`src/rtl/t_stream_monitor_if.sv`:
```
`default_nettype none
// ============================================================================
// Module      : t_stream_monitor_if
// Description : Sample/control inputs and monitor results for the T-stream
//               monitor, grouped as one bus with driver/monitor views.
// Revision    : 1.0 - initial release
// ============================================================================
interface t_stream_monitor_if #(
    parameter int WIDTH = 8
) ();
    logic             sample_en;
    logic             t_in;
    logic             clear;
    logic [WIDTH-1:0] shift_q;
    logic             match;
    logic [7:0]       match_count;
    logic [7:0]       ones_count;
    logic [WIDTH-1:0] frame_q;
    logic             frame_valid;

    // Upstream side: drives strobes and data, observes results
    modport master (
        output sample_en, t_in, clear,
        input  shift_q, match, match_count, ones_count, frame_q, frame_valid
    );

    // Monitor side
    modport slave (
        input  sample_en, t_in, clear,
        output shift_q, match, match_count, ones_count, frame_q, frame_valid
    );
endinterface
`default_nettype wire

```
`src/rtl/t_stream_monitor.sv`:
```
`default_nettype none
// ============================================================================
// Module      : t_stream_monitor
// Description : Samples serial T on a strobe; keeps a history register, an
//               overlapping Moore detector for 1011, saturating ones/match
//               counters and a latched WIDTH-bit frame output.
// Revision    : 1.0 - initial release
// ============================================================================
module t_stream_monitor #(
    parameter int WIDTH = 8
) (
    input  wire logic         clk,
    input  wire logic         reset,
    t_stream_monitor_if.slave mon
);
    localparam int CNT_W = $clog2(WIDTH);
    localparam logic [CNT_W-1:0] FRAME_LAST = CNT_W'(WIDTH - 1);
    localparam logic [7:0] SAT_MAX = 8'hFF;

    typedef enum logic [2:0] {
        IDLE  = 3'd0,
        S1    = 3'd1,
        S10   = 3'd2,
        S101  = 3'd3,
        S1011 = 3'd4
    } state_t;

    state_t           state;
    state_t           next_state;
    logic [WIDTH-1:0] shift_q;
    logic [WIDTH-1:0] frame_q;
    logic [CNT_W-1:0] frame_cnt;
    logic [7:0]       match_count;
    logic [7:0]       ones_count;
    logic             match;
    logic             frame_valid;

    // A sample is taken only when not overridden by clear (reset handled in the flops)
    logic             sample;
    logic [WIDTH-1:0] shift_next;

    assign sample     = mon.sample_en & ~mon.clear;
    assign shift_next = {shift_q[WIDTH-2:0], mon.t_in};

    // Detector state register
    always_ff @(posedge clk) begin
        if (reset) begin
            state <= IDLE;
        end else begin
            state <= next_state;
        end
    end

    // Detector next-state: overlapping 1011, advances only on sample edges
    always_comb begin
        next_state = state;
        if (mon.clear) begin
            next_state = IDLE;
        end else if (mon.sample_en) begin
            case (state)
                IDLE:    next_state = mon.t_in ? S1    : IDLE;
                S1:      next_state = mon.t_in ? S1    : S10;
                S10:     next_state = mon.t_in ? S101  : IDLE;
                S101:    next_state = mon.t_in ? S1011 : S10;
                S1011:   next_state = mon.t_in ? S1    : S10;
                default: next_state = IDLE;
            endcase
        end
    end

    // History, counters, frame capture and registered pulses
    always_ff @(posedge clk) begin
        if (reset) begin
            shift_q     <= '0;
            frame_q     <= '0;
            frame_cnt   <= '0;
            match_count <= '0;
            ones_count  <= '0;
            match       <= 1'b0;
            frame_valid <= 1'b0;
        end else if (mon.clear) begin
            // frame_q deliberately survives a soft clear
            shift_q     <= '0;
            frame_cnt   <= '0;
            match_count <= '0;
            ones_count  <= '0;
            match       <= 1'b0;
            frame_valid <= 1'b0;
        end else if (sample) begin
            shift_q <= shift_next;
            match   <= (next_state == S1011);
            if ((next_state == S1011) && (match_count != SAT_MAX)) begin
                match_count <= match_count + 8'd1;
            end
            if (mon.t_in && (ones_count != SAT_MAX)) begin
                ones_count <= ones_count + 8'd1;
            end
            if (frame_cnt == FRAME_LAST) begin
                frame_q     <= shift_next;
                frame_valid <= 1'b1;
                frame_cnt   <= '0;
            end else begin
                frame_valid <= 1'b0;
                frame_cnt   <= frame_cnt + CNT_W'(1);
            end
        end else begin
            match       <= 1'b0;
            frame_valid <= 1'b0;
        end
    end

    assign mon.shift_q     = shift_q;
    assign mon.frame_q     = frame_q;
    assign mon.match_count = match_count;
    assign mon.ones_count  = ones_count;
    assign mon.match       = match;
    assign mon.frame_valid = frame_valid;

endmodule
`default_nettype wire

```
`src/flat_wrapper.sv`:
```
// flat-port wrapper written by rule: the top's interface ports become plain ports
module t_stream_monitor_flat 
#(
    parameter int WIDTH = 8
)
  (clk, reset, mon_sample_en, mon_t_in, mon_clear, mon_shift_q, mon_match, mon_match_count, mon_ones_count, mon_frame_q, mon_frame_valid);
  t_stream_monitor_if #(.WIDTH(WIDTH)) mon_i ();
  input  wire logic clk;
  input  wire logic reset;
  input wire logic [$bits(mon_i.sample_en)-1:0] mon_sample_en;
  input wire logic [$bits(mon_i.t_in)-1:0] mon_t_in;
  input wire logic [$bits(mon_i.clear)-1:0] mon_clear;
  output wire logic [$bits(mon_i.shift_q)-1:0] mon_shift_q;
  output wire logic [$bits(mon_i.match)-1:0] mon_match;
  output wire logic [$bits(mon_i.match_count)-1:0] mon_match_count;
  output wire logic [$bits(mon_i.ones_count)-1:0] mon_ones_count;
  output wire logic [$bits(mon_i.frame_q)-1:0] mon_frame_q;
  output wire logic [$bits(mon_i.frame_valid)-1:0] mon_frame_valid;
  assign mon_i.sample_en = mon_sample_en;
  assign mon_i.t_in = mon_t_in;
  assign mon_i.clear = mon_clear;
  assign mon_shift_q = mon_i.shift_q;
  assign mon_match = mon_i.match;
  assign mon_match_count = mon_i.match_count;
  assign mon_ones_count = mon_i.ones_count;
  assign mon_frame_q = mon_i.frame_q;
  assign mon_frame_valid = mon_i.frame_valid;
  t_stream_monitor #(.WIDTH(WIDTH)) u_core (.clk(clk), .reset(reset), .mon(mon_i));
endmodule
```
`config.mk`:
```
export PLATFORM = sky130hd
export DESIGN_NAME = t_stream_monitor_flat
export DESIGN_NICKNAME = d
export VERILOG_FILES = /design/src/rtl/t_stream_monitor_if.sv /design/src/rtl/t_stream_monitor.sv /design/src/flat_wrapper.sv
export SDC_FILE = /design/constraint.sdc
export NUM_CORES = 1
export LEC_CHECK = 0
export ABC_AREA = 1
export CORE_ASPECT_RATIO = 1.2
export CORE_UTILIZATION = 53
export DETAILED_ROUTE_END_ITERATION = 8
export PLACE_DENSITY = 0.83
export SLEW_MARGIN = 25
export SYNTH_ARGS = -nofsm -noshare
export SYNTH_HDL_FRONTEND = slang
export SYNTH_SLANG_ARGS = --single-unit
```
`constraint.sdc`:
```
create_clock -name clk -period 2.4 [get_ports clk]
set_clock_uncertainty 0.15 [all_clocks]
set_input_delay 0.48 -clock clk [delete_from_list [all_inputs] [get_ports clk]]
set_output_delay 0.48 -clock clk [all_outputs]
set_load 0.01 [all_outputs]
```
# Yosys cells after proc, flatten, opt, wreduce, memory -nomap -nowiden
# Cells that the tools add are included.
[word_totals] reg_bits=40 out_inout_bits=34 elab_cells=40
[op_classes] add_sub_neg=3 eq_ne=8 n_mux=9 bitwise_logic=3 reduce_logical=9
[op_table] op="$add A8 B1 Y8 const B" count=2
[op_table] op="$ne A8 B8 Y1 const B" count=2
[op_table] op="$mux W3" count=4
[op_table] op="$pmux W3 S4" count=1
[op_table] op="$eq A3 B3 Y1 const B" count=3
[op_table] op="$eq A3 B2 Y1 const B" count=2
[op_table] op="$mux W2" count=2
[op_table] op="$reduce_and A2 Y1" count=2
[op_table] op="$reduce_or A2 Y1" count=2
[op_table] op="$add A3 B1 Y3 const B" count=1
[op_table] op="$eq A3 B1 Y1 const B" count=1
[op_table] op="$logic_not A3 Y1" count=1
[op_table] op="$reduce_and A3 Y1" count=1
[op_table] op="$reduce_or A3 Y1" count=1
[op_table] op="$logic_and A1 B1 Y1" count=2
[op_table] op="$mux W1" count=2
[op_table] op="$not A1 Y1" count=2
[op_table] op="$and A1 B1 Y1" count=1

# Depth between registers and ports, before layout
[logic_depth] depth_word=8 mapped_depth=9 ltp_nobuf=9

# Worst setup path after synthesis
# No wires, ideal clock.
[synth_timing] path_kind="input to register" start="input mon_sample_en" end="register u_core.match_count[3], in the netlist u_core.mon.match_count[3]" t_arrival_ns=1.324 path_slack_ns=0.793 cell_stages=7 n_path_buf=1 path_cell_list="buf_2 > a21oi_1 > nand2_1 > nor2_4 > nand3_4 > nand2_1 > a21oi_1"
[synth_between] elab_chain_len=5
[synth_lines] element="start: declaration" line_no="flat_wrapper.sv:10" text="input wire logic [$bits(mon_i.sample_en)-1:0] mon_sample_en;"
[synth_lines] element="$mux W3" line_no="t_stream_monitor.sv:59" text="end else if (mon.sample_en) begin"
[synth_lines] element="$mux W3" line_no="t_stream_monitor.sv:57" text="if (mon.clear) begin"
[synth_lines] element="$eq A3 B3 Y1" line_no="t_stream_monitor.sv:92" text="if ((next_state == S1011) && (match_count != SAT_MAX)) begin"
[synth_lines] element="$logic_and A1 B1 Y1" line_no="t_stream_monitor.sv:92"
[synth_lines] element="$reduce_and A2 Y1 (no source line) *"
[synth_lines] element="end signal: assignment" line_no="t_stream_monitor.sv:93" text="match_count <= match_count + 8'd1;"
[synth_lines] element="end: declaration" line_no="t_stream_monitor.sv:33" text="logic [7:0] match_count;"
# Mark *: on every way between the ends. The rest lies on a longest branch, timed or not.
# A chain may end at the register's enable or synchronous reset.

# Final worst setup path
[layout_timing] start="register u_core.match_count[3], in the netlist u_core.mon.match_count[3]" end="output mon_match_count[3]"
[layout_lines] element="end: declaration" line_no="flat_wrapper.sv:15" text="output wire logic [$bits(mon_i.match_count)-1:0] mon_match_count;"
# No word-level cell between the ends.

==> flow_summary.ini <==
[outcome]
status = finished, final reports clean

[critical_path]
worstSetupEndpoint = mon_match_count[3]
crit_slowest_cell = clkdlybuf4s50_1
ff2ff_setup_slack_ps = 620
start_kind = register
cpPeakStageDelay_ps = 590
worstPathCellList = clkdlybuf4s50_1
path_class = register to output port
worstReg2RegEnd = u_core.mon.match_count[1]
cp-end-kind = output port
path_buf_inv = 1
worstPathArrival_ps = 1410
cp_max_fo = 7
r2r-start = u_core.mon.match_count[0]
path_depth = 1
crit_start = u_core.mon.match_count[3]
critPathRequiredTime_ps = 1770
path_delay_family = buffers and inverters
reg2reg_depth = 7

[cells_and_area]
fillCellCount = 247
regArea_um2 = 800.8
synthToLayoutAreaGrowth_pct = 28.23
final_common_cell = nand2_1
most-common-layout-cells = nand2_1 (44), dfxtp_1 (40), clkdlybuf4s50_1 (38)
antenna_cells = 0
fin_area_um2 = 2273
nNetsFinal = 290
multi_input_area_um2 = 827.0
layout-drive-gt1-share_pct = 6.738

[global_route]
grt-ovfl-total = 0
track_usage_pct = 24.93
grt_pass1_vias = 1513
grt_pass1_wl_mm = 6.444
antenna_found_initial = 0
grt_max_degree = 16

[clock_network]
cts_buffers = 5
clockBufferDepth = 2
post-cts-setup-buffers = 0
cts-root-buf = clkbuf_4
clkTransAtPathRegs_ps = 120
cts_tree = built
cts_hold_repair.buffers = 0
clock-sinks = 40
cts_resized = 0
insertion_delay_ps = 350
htreeDepth = 2

[placed_design]
dp_hpwl_mm = 2.732
pre_cts_slack_ps = 57.23
dpl_cell_area_um2 = 2211
globalplace.congestion = 0.8021
portBuffers = 38

[sta]
fin_crit_sh_pct = 84.98
whs_ps = 327.6
finalCriticalPeriod_ps = 2039
fin_setup_tns_ps = 0
finalMaxSlewViolations = 0
grt_setup_unrepaired = no
fmax_mhz = 490.3
hold_violations = 0
worst_pin_slew_ps = 460.8
worst_slack_ps = 360.5
relSlewSlack_pct = 69.25
finalSetupViolations = 0

[power_and_ir_drop]
irDropWorstVdd_v = 0.0003574
power_mw = 1.117
power_density_nw_per_um2 = 491.2
p_leak_nw = 0.8907

[route]
ant_nets = 0
num_vias = 1649
wire_per_inst_um = 11.88
drc = 0
drt_iter0_markers = 27
viasPerCell = 5.186
wl_mm = 3.778
firstDrtPassIters = 4

[floorplan]
core_um2 = 3110
die_h_um = 65.36
dieArea_um2 = 3582
ios = 39
placementRows = 22
fp.dieW_um = 54.80
start_util_pct = 57.00

[synth]
ys_types = 25
syn_inst = 236
ys_ff_latch = 40
ys_seq_area_share_pct = 45.17
syn-num-nets = 245
syn_area_um2 = 1773
yosys_warnings = 0
synth_area_per_cell_um2 = 7.513

[hold_path]
holdCritPathClass = register to register

[run]
drv_cap = 0
## worst min path at each step
| stage | to | cells past startpoint | start | slack (ps) |
|---|---|---|---|---|
| final | u_core.mon.ones_count[4] | 2 | u_core.mon.ones_count[4] | 330 |
| after CTS | u_core.mon.ones_count[4] | 2 | u_core.mon.ones_count[4] | 330 |
| after global routing | u_core.mon.ones_count[4] | 2 | u_core.mon.ones_count[4] | 360 |
| after detailed placement | u_core.mon.ones_count[4] | 2 | u_core.mon.ones_count[4] | 310 |
| after floorplan | u_core.mon.ones_count[4] | 2 | u_core.mon.ones_count[4] | 330 |
| after global placement | u_core.mon.ones_count[4] | 2 | u_core.mon.ones_count[4] | 300 |
## power breakdown
group | switching (mW) | internal, mW | leakage (nW)
clock network | 0.218 | 0.143 | 0.0315
logic | 0.0446 | 0.0310 | 0.535
registers | 0.00644 | 0.673 | 0.324
## per-layer routing
metal / up-vias / global-route usage [%] / part of all wire, %
li1: 872 / - / -
met2: 40 / 42.02 / 48
met1: 730 / 28.61 / 46
met3: 7 / 6.944 / 4.7
met4: 0 / 9.615 / 1.7
met5: - / 0 / 0
## logic make-up after synthesis
| group | after synthesis | share of synthesized area [%] |
|---|---|---|
| AND/OR/NAND/NOR | 95 | 24.70 |
| AO/OA/AOI/OAI | 56 | 17.15 |
| flip-flops | 40 | 45.17 |
| buffers and inverters | 37 | 8.186 |
| XOR/XNOR | 4 | 1.976 |
| adder cells (fa/ha/maj) | 4 | 2.823 |
## Yosys cell counts
cell type,instances,area (µm²)
buf_2,2,10.01
o21ai_0,22,110.1
nand2_1,44,165.2
nand3_4,1,17.52
a21boi_2,1,11.26
dfxtp_1,40,800.8
nor2_1,21,78.83
a21oi_2,2,17.52
nand3_1,12,60.06
nor2_4,1,11.26
ha_1,4,50.05
nand3b_1,1,7.510
inv_2,1,3.750
o21a_1,2,15.01
o21ai_1,1,5.000
xor2_1,2,17.52
nand2_4,1,11.26
nand4_1,13,81.33
o211a_1,1,10.01
buf_4,1,7.510
nor3_1,1,5.000
a21oi_1,27,135.1
clkbuf_1,2,7.510
xnor2_1,2,17.52
inv_1,31,116.4
## stage by stage
stage                     util [%]  instances
after CTS                    73.09        318
final                        73.09        318
after global routing         73.09        318
after floorplan                  -        236
after detailed placement     71.08        310
after global placement       71.08        310
## sequential cells by signal (all words and copies together), names as in the netlist
| name | flops |
|---|---|
| u_core.frame_cnt | 3 |
| u_core.mon.frame_q | 8 |
| u_core.mon.frame_valid | 1 |
| u_core.mon.match | 1 |
| u_core.mon.match_count | 8 |
| u_core.mon.ones_count | 8 |
| u_core.mon.shift_q | 8 |
| u_core.state | 3 |
## final cells by class
class                   count  area share, %
flip-flops and latches     40          35.22
repair buffers             43          18.38
well taps                  36          1.981
clock inverters             1         0.3302
clock buffers               7          2.422
multi-input cells         159          36.38
inverters                  32          5.283
Note: power is estimated with default switching activity, not from simulation.
